===== config.mk =====
export PLATFORM = sky130hd
export DESIGN_NAME = agc_sequencer
export DESIGN_NICKNAME = d
export VERILOG_FILES = /design/src/rtl/agc_sequencer.sv
export SDC_FILE = /design/constraint.sdc
export NUM_CORES = 1
export LEC_CHECK = 0
export BUFFER_PORTS_ARGS = -buffer_cell sky130_fd_sc_hd__buf_2
export CAP_MARGIN = 15
export CORE_UTILIZATION = 50
export DETAILED_ROUTE_END_ITERATION = 10
export GPL_ROUTABILITY_DRIVEN = 1
export HOLD_SLACK_MARGIN = 0.02
export PLACE_DENSITY = 0.83
export SLEW_MARGIN = 5
export SYNTH_ARGS = -nofsm -noshare
export SYNTH_HDL_FRONTEND = slang
export SYNTH_SLANG_ARGS = --single-unit

===== constraint.sdc =====
create_clock -name clk -period 2.81 [get_ports clk]
set_clock_uncertainty 0.2 [all_clocks]
set_input_delay 0.7025 -clock clk [delete_from_list [all_inputs] [get_ports clk]]
set_output_delay 0.7025 -clock clk [all_outputs]
set_load 0.03 [all_outputs]

===== src/rtl/agc_sequencer.sv =====
`default_nettype none
// ============================================================================
//  Module   : agc_sequencer
//  Purpose  : Fetch/decode/execute sequencer; emits class code and step index
//             for the downstream control-word decoder.
//  Revision : 1.0  initial release
// ============================================================================
module agc_sequencer #(
  parameter int STEP_W     = 5,
  parameter int MP_STEPS   = 8,
  parameter int DV_STEPS   = 8,
  parameter int INTR_STEPS = 4,
  parameter int IRQ_EN     = 1
) (
  input  logic              clk,
  input  logic              reset,
  input  logic              run,
  input  logic [2:0]        opcode,
  input  logic [1:0]        qc,
  input  logic              mem_ready,
  input  logic              hold,
  input  logic              irq,
  output logic              fetch_rd,
  output logic              b_load,
  output logic [3:0]        cls,
  output logic [STEP_W-1:0] step,
  output logic              step_en,
  output logic              instr_done,
  output logic              ext_flag,
  output logic              irq_ack,
  output logic              trap,
  output logic              busy
);

  localparam logic [3:0] CLS_TC      = 4'd0;
  localparam logic [3:0] CLS_CCS     = 4'd1;
  localparam logic [3:0] CLS_INDEX   = 4'd2;
  localparam logic [3:0] CLS_XCH     = 4'd3;
  localparam logic [3:0] CLS_CS      = 4'd4;
  localparam logic [3:0] CLS_TS      = 4'd5;
  localparam logic [3:0] CLS_AD      = 4'd6;
  localparam logic [3:0] CLS_MASK    = 4'd7;
  localparam logic [3:0] CLS_SU      = 4'd8;
  localparam logic [3:0] CLS_MP      = 4'd9;
  localparam logic [3:0] CLS_DV      = 4'd10;
  localparam logic [3:0] CLS_EXTEND  = 4'd11;
  localparam logic [3:0] CLS_INTR    = 4'd12;
  localparam logic [3:0] CLS_ILLEGAL = 4'd15;

  localparam logic [STEP_W-1:0] STEP_ONE  = STEP_W'(1);
  localparam logic [STEP_W-1:0] INTR_LAST = STEP_W'(INTR_STEPS - 1);

  typedef enum logic [2:0] {
    S_IDLE   = 3'd0,
    S_FETCH  = 3'd1,
    S_FWAIT  = 3'd2,
    S_DECODE = 3'd3,
    S_EXEC   = 3'd4,
    S_INTR   = 3'd5
  } state_t;

  state_t            state;
  state_t            bnd_state;
  logic [STEP_W-1:0] len;
  logic [3:0]        dec_cls;
  logic [STEP_W-1:0] dec_len;
  logic              dec_illegal;
  logic              ext_next;
  logic              last_step;

  always_comb begin
    dec_cls = CLS_ILLEGAL;
    dec_len = '0;
    if (!ext_flag) begin
      case (opcode)
        3'd0: begin dec_cls = CLS_TC;   dec_len = STEP_W'(6); end
        3'd1: begin dec_cls = CLS_CCS;  dec_len = STEP_W'(8); end
        3'd4: begin dec_cls = CLS_CS;   dec_len = STEP_W'(6); end
        3'd6: begin dec_cls = CLS_AD;   dec_len = STEP_W'(7); end
        3'd7: begin dec_cls = CLS_MASK; dec_len = STEP_W'(7); end
        3'd5: begin
          case (qc)
            2'd0:    begin dec_cls = CLS_INDEX;  dec_len = STEP_W'(12); end
            2'd1:    begin dec_cls = CLS_EXTEND; dec_len = STEP_W'(4);  end
            2'd2:    begin dec_cls = CLS_TS;     dec_len = STEP_W'(5);  end
            default: begin dec_cls = CLS_XCH;    dec_len = STEP_W'(7);  end
          endcase
        end
        default: ;
      endcase
    end else begin
      case (opcode)
        3'd6: begin dec_cls = CLS_SU; dec_len = STEP_W'(7);        end
        3'd7: begin dec_cls = CLS_MP; dec_len = STEP_W'(MP_STEPS); end
        3'd1: begin dec_cls = CLS_DV; dec_len = STEP_W'(DV_STEPS); end
        3'd5: begin
          if (qc == 2'd1) begin
            dec_cls = CLS_EXTEND;
            dec_len = STEP_W'(4);
          end
        end
        default: ;
      endcase
    end
  end

  assign dec_illegal = (dec_cls == CLS_ILLEGAL);

  // Completion value of ext_flag; an illegal decode always completes with 0.
  always_comb begin
    ext_next = (state == S_EXEC) && (cls == CLS_EXTEND);
    if ((IRQ_EN != 0) && irq && !ext_next) begin
      bnd_state = S_INTR;
    end else if (run) begin
      bnd_state = S_FETCH;
    end else begin
      bnd_state = S_IDLE;
    end
  end

  assign last_step  = (step == (len - STEP_ONE));
  assign b_load     = (state == S_FWAIT) && mem_ready;
  assign step_en    = (state == S_INTR) || ((state == S_EXEC) && !hold);
  assign instr_done = (state == S_EXEC) && !hold && last_step;

  always_ff @(posedge clk or posedge reset) begin
    if (reset) begin
      state    <= S_IDLE;
      cls      <= '0;
      step     <= '0;
      len      <= '0;
      ext_flag <= 1'b0;
      fetch_rd <= 1'b0;
      irq_ack  <= 1'b0;
      trap     <= 1'b0;
      busy     <= 1'b0;
    end else begin
      fetch_rd <= 1'b0;
      irq_ack  <= 1'b0;
      trap     <= 1'b0;
      case (state)
        S_IDLE: begin
          if (run) begin
            state    <= S_FETCH;
            fetch_rd <= 1'b1;
            busy     <= 1'b1;
          end
        end
        S_FETCH: state <= S_FWAIT;
        S_FWAIT: begin
          if (mem_ready) state <= S_DECODE;
        end
        S_DECODE: begin
          cls  <= dec_cls;
          len  <= dec_len;
          step <= '0;
          if (dec_illegal) begin
            trap     <= 1'b1;
            ext_flag <= 1'b0;
            state    <= bnd_state;
            fetch_rd <= (bnd_state == S_FETCH);
            irq_ack  <= (bnd_state == S_INTR);
            busy     <= (bnd_state != S_IDLE);
            if (bnd_state == S_INTR) cls <= CLS_INTR;
          end else begin
            state <= S_EXEC;
          end
        end
        S_EXEC: begin
          if (!hold) begin
            if (last_step) begin
              step     <= '0;
              ext_flag <= ext_next;
              state    <= bnd_state;
              fetch_rd <= (bnd_state == S_FETCH);
              irq_ack  <= (bnd_state == S_INTR);
              busy     <= (bnd_state != S_IDLE);
              if (bnd_state == S_INTR) cls <= CLS_INTR;
            end else begin
              step <= step + STEP_ONE;
            end
          end
        end
        S_INTR: begin
          if (step == INTR_LAST) begin
            step     <= '0;
            state    <= run ? S_FETCH : S_IDLE;
            fetch_rd <= run;
            busy     <= run;
          end else begin
            step <= step + STEP_ONE;
          end
        end
        default: begin
          state <= S_IDLE;
          busy  <= 1'b0;
        end
      endcase
    end
  end

endmodule
`default_nettype wire


==> metrics, run 1 <==
ys flop type=dfrtp_1; final wirelength=3.66 mm; MaxCap Viol Count=0; number of enable flip-flop cells after synthesis=0; vias in the first global route=1416; fin crit share=97.3%; pre-CTS WS=113 ps; Placer Congestion=0.868; clk sink count=21; Port-buffer cells=27; DR iter-0 viols=71; num ports=28; CP max-delay cell=dfrtp_1; crit-path max FO=11; Min-Delay Path Class=flip-flop to flip-flop; layout cells sized above 1=26.5%; core area=2830 um^2; Syn Area/Cell=8.53 um^2; RSZ-0062 raised after global routing=no; Slew headroom=46.9%; total track usage=25.3%; setup TNS=0 ps; Die W=57.4 um; outcome=complete, but fails checks; failing checks=design-rule violations; Fillers=245; utilization after layout=63.4%; initial antenna violation count=0; Via density=6.08; Num CTS Buffers=3; CTS Hold Bufs=0; CP Capture Point=instr_done; Synth Net Count=193; Max clock buf depth=2; FFs w/ async S/R, synth=100%; worst setup margin=75.3 ps; CTS Root Cell=clkbuf_4; die area=3300 um^2; final-report max-slew violation count=0; final total power=1950 uW; largest net degree at the start of global routing=22; Overflow after GRT=0; Ys Warns=0; Vias=1472; R2R cell count=7; Req. time, crit path=1910 ps; Clock Latency Late Sink=320 ps; sequential cell area fraction in the yosys report=34.2%; DRC=3; Max VDD drop=0.000574 V; library cells used by synthesis=48; reg2reg start=step[2]; final hold vios=0; TritonCTS clock tree=built; Starting Density=54.3%; CP cell instances=o21ba_4, a221oi_4, o2111a_2, buf_6; final number of setup-violating endpoints=0; Pre-Repair DR Iteration Count=8; ANT cells=0; post-route ant nets=0; drt wl/cell=15.1 um; Area Overhead vs Synth=16.8%; CTS clk-pin slew, worst paths=120 ps; flop-to-flop setup slack=440 ps; Worst-Margin Slew=795 ps; row count=19; leakage power=0.000767 uW; register bit total from synthesis=21; DPL Wire Length=2.65 mm; post-route minimum period=2730 ps; gate count after technology mapping=180; Worst Setup SP=step[2]; fmax=366 MHz; Worst R2R End=busy; slowest cell delay on critical path=530 ps; H-tree depth=1; Crit Path Class=flip-flop to output pin; Worst EP arrival=1830 ps; first-pass GRT wire length=6.47 mm; synthesized area=1540 um^2; PwrDens=1090 nW/um^2; nets@finish=225; Critical Path Start Type=flip-flop; die height=57.4 um; CP endpoint kind=output pin
per-layer routing:
layer	part of all wire (%)	wire length [um]	track usage, %	vias up
met2	47	1700	37.5	43
met3	4.0	148	4.54	6
met4	2.0	73	12.5	0
li1	-	-	-	734
met1	47	1740	35.3	689
met5	0	0	0	-
where the power goes:
| group | internal, uW | switching [uW] |
|---|---|---|
| Sequential | 417 | 121 |
| Clock | 55.6 | 94.1 |
| Combinational | 524 | 744 |
critical path: cells and delay by family, from the launching register on:
| family | cells | cell delay (ps) |
|---|---|---|
| flip-flops | 1 | 530 |
| AO/OA/AOI/OAI | 3 | 850 |
| buffers and inverters | 1 | 140 |
kinds of logic (layout without fill, tap and decap cells):
group | Yosys count | after routing | synth area share [%]
compound gates | 63 | 63 | 29.3
simple gates | 61 | 61 | 21.5
buf+inv | 22 | 53 | 6.19
flops | 21 | 21 | 34.2
xor+xnor | 6 | 6 | 3.42
mux | 5 | 5 | 3.67
fa+ha+maj | 2 | 2 | 1.63
synth_stat cells, drive strengths merged (3+ instances only):
cell type,instances,share of area [%]
dfrtp,21,34
nor2,19,4.8
o21ai,17,5.8
inv,13,3.2
a21oi,12,3.9
nand2,8,2.0
a31oi,6,2.4
buf,5,2.0
nand3,5,1.6
nor2b,5,2.0
nor3,5,1.6
o211ai,5,2.4
xnor2,5,2.9
clkbuf,4,0.98
nand2b,4,1.6
o2111ai,4,2.3
a32o,3,2.0
a32oi,3,1.7
mux2i,3,2.0
worst min-delay path by stage:
stage                start  endpoint  slack, ps  cells past startpoint
CTS                   busy      busy        300                      1
global route          busy      busy        330                      1
finish                busy      busy        300                      1
global placement      busy      busy        270                      1
detailed placement    busy      busy        280                      1
floorplan           len[3]    len[3]        300                      2
state kept, by name, indices dropped and copies added, names as in the netlist:
name and cells:
ext_flag 1, trap 1, cls 4, len 4
state 3, fetch_rd 1, step 5, busy 1
irq_ack 1
through the flow:
step	instance area [um^2]	hold slack, ps	instances
floorplan	1540	302	180
global placement	1690	270	233
detailed placement	1690	277	233
CTS	1750	304	240
global route	1790	333	242
finish	1790	297	242
placed cells by master (no fill, tap or decap), drive strengths merged, types with 2 or more instances in the layout:
master,instances
buf,36
dfrtp,21
nor2,19
o21ai,17
inv,13
a21oi,12
nand2,8
a31oi,6
nor2b,5
nand3,5
o211ai,5
xnor2,5
nor3,5
o2111ai,4
nand2b,4
clkbuf,4
a32oi,3
mux2i,3
a32o,3
a211oi,2
nand4b,2
nand3b,2
nand4,2
or3,2
o22a,2
and3,2
a221oi,2
mux2,2
ha,2
area by class of cell:
| type | instances | area [um^2] | area share (%) |
|---|---|---|---|
| multi-input combinational | 137 | 945 | 52.7 |
| clock buffer | 4 | 26.3 | 1.47 |
| timing repair buffer | 36 | 209 | 11.7 |
| sequential | 21 | 526 | 29.3 |
| inverter | 13 | 48.8 | 2.72 |
| tap | 31 | 38.8 | 2.16 |
what timing repair did:
| action | in CTS | in global routing |
|---|---|---|
| buffers inserted | 3 | 2 |
| resized for setup | 2 | 8 |
| endpoints found under the hold margin | 0 | 0 |
| setup endpoints to repair | 1 | 1 |
| pin swaps | 1 | 2 |
No activity file was read; power rests on OpenSTA's default activity.
==> inputs of run 2 (changes only) <==
Settings changed: PLACE_DENSITY 0.83 to 0.76.
==> run 2 against run 1 <==
  * The flow now finishes without violations
  * Maximum frequency up 0.39%
  * Core utilization up 0.13 points
  * Critical endpoint unchanged
  * Sequential cell count unchanged
==> metrics, run 2 (same netlist as run 1, synthesis figures left out) <==
setup TNS=0 ps (unchanged); Port-buffer cells=27 (unchanged); core area=2830 um^2 (unchanged); commonest cells after routing, fill and taps aside=26 x buf_2, 21 x dfrtp_1, 17 x nor2_1 (was 26 x buf_2, 21 x dfrtp_1, 16 x nor2_1); max reg flops=5 (unchanged); Placer Congestion=0.917 (was 0.868); GRT met1 Usage=32.9% (was 35.3%); final wirelength=3.93 mm (was 3.66 mm); MaxCap Viol Count=0 (unchanged); drt wl/cell=16.1 um (was 15.1 um); fmax=367 MHz (was 366 MHz); Max VDD drop=0.000621 V (was 0.000574 V); Via density=6.29 (was 6.08); PwrDens=1120 nW/um^2 (was 1090 nW/um^2); footprint of the multi-input gates=930 um^2 (was 945 um^2); die area=3300 um^2 (unchanged); ANT cells=0 (unchanged); non-filler cells, final=244 (was 242); post-route minimum period=2720 ps (was 2730 ps); flop-to-flop setup slack=390 ps (was 440 ps); total track usage=24.9% (was 25.3%); Worst-Margin Slew=806 ps (was 795 ps); Starting Density=54.3% (unchanged); Max clock buf depth=2 (unchanged); DRC=0 (was 3); Pre-Repair DR Iteration Count=4 (was 8); DPL Wire Length=2.88 mm (was 2.65 mm); Vias=1535 (was 1472); gr busiest metal=met2 (unchanged); layout cells sized above 1=25.8% (was 26.5%); first-pass GRT wire length=6.28 mm (was 6.47 mm); TritonCTS clock tree=built (unchanged); final-report max-slew violation count=0 (unchanged); RSZ-0062 raised after global routing=no (unchanged); final hold vios=0 (unchanged); H-tree depth=1 (unchanged); DR iter-0 viols=72 (was 71); Clock Latency Late Sink=310 ps (was 320 ps); row count=19 (unchanged); CP Capture Point=instr_done (unchanged); Die W=57.4 um (unchanged); Seq. cell area=526 um^2 (unchanged); reg2reg start=len[1] (was step[2]); pre-CTS WS=67.1 ps (was 113 ps); leakage power=0.000770 uW (was 0.000767 uW); Min-Delay Path Class=primary input to asynchronous set/reset pin (was flip-flop to flip-flop); fin crit share=96.9% (was 97.3%); CP endpoint kind=output pin (unchanged); post-route ant nets=0 (unchanged); CTS Root Cell=clkbuf_4 (unchanged); clk sink count=21 (unchanged); nets@finish=227 (was 225); Area Overhead vs Synth=17.0% (was 16.8%); placed cells=235 (was 233); Critical Path Start Type=flip-flop (unchanged); die height=57.4 um (unchanged); Crit Path Class=flip-flop to output pin (unchanged); M2 GR Usage=40.5% (was 37.5%); initial antenna violation count=0 (unchanged); outcome=complete, no violations (was complete, but fails checks); Req. time, crit path=1910 ps (about the same); Num CTS Buffers=3 (unchanged); final total power=2010 uW (was 1950 uW); worst setup margin=85.8 ps (was 75.3 ps); Worst R2R End=busy (unchanged); crit-path max FO=4 (was 11); Top reg by flops=step (unchanged); vias in the first global route=1398 (was 1416); Worst Setup SP=len[1] (was step[2]); Slew headroom=46.2% (was 46.9%); Fillers=248 (was 245); commonest non-fill, non-tap cell in the layout=buf_2 (unchanged); CTS clk-pin slew, worst paths=130 ps (was 120 ps); final number of setup-violating endpoints=0 (unchanged); num ports=28 (unchanged); R2R cell count=9 (was 7); largest net degree at the start of global routing=22 (unchanged); Worst EP arrival=1820 ps (was 1830 ps); GR met3 Demand/Resource=2.72% (was 4.54%); Overflow after GRT=0 (unchanged); biggest registers after layout=step: 5 flops, cls: 4 flops, len: 4 flops (unchanged)
## run 2: stage by stage
stage          area (um^2)  hold slack (ps)  util (%)
5_1_grt               1800              352      63.5
4_1_cts               1780              341      62.8
6_report              1800              314      63.5
3_5_place_dp          1710              314      60.4
2_1_floorplan         1540              302         -
3_3_place_gp          1710              269      60.4
## run 2: worst min-delay path by stage
stage                     depth (start not counted)     end  slack, ps
final                                             2  len[3]        310
after global routing                              1    busy        350
after CTS                                         2  len[3]        340
after detailed placement                          1    busy        310
after global placement                            1    busy        270
after floorplan                                   2  len[3]        300
## run 2: report_power, final
part / switching, uW / leakage [uW] / internal [uW]
combinational: 766 / 0.000495 / 555
clock: 101 / 0.0000139 / 54.3
sequential: 120 / 0.000260 / 416
## run 2: repair_timing
item / in CTS / in global routing
pin swaps: 1 / 1
gates cloned: 0 / 0
gates resized for setup: 3 / 3
hold endpoints to repair: 0 / 0
buffers inserted: 3 / 2
hold buffers: 0 / 0
setup endpoints to repair: 1 / 1
## run 2: cell type report
cell class              count  share of cell area (%)
clock buffers               3                    1.25
clock inverters             1                   0.418
inverters                  13                    2.72
multi-input cells         137                    51.7
flip-flops and latches     21                    29.2
well taps                  31                    2.16
repair buffers             38                    12.5
## run 2: per-layer routing
metal / wire length, um / up-vias
li1: - / 736
met1: 1700 / 725
met2: 1970 / 59
met3: 171 / 15
met4: 85 / 0
met5: 0 / -
## run 2: critical path: stages, from the launching register on
cell      delay, ps
dfrtp_1         390
inv_2            60
ha_4            170
o21ba_4         210
a221oi_4        290
o2111a_2        250
buf_6           130
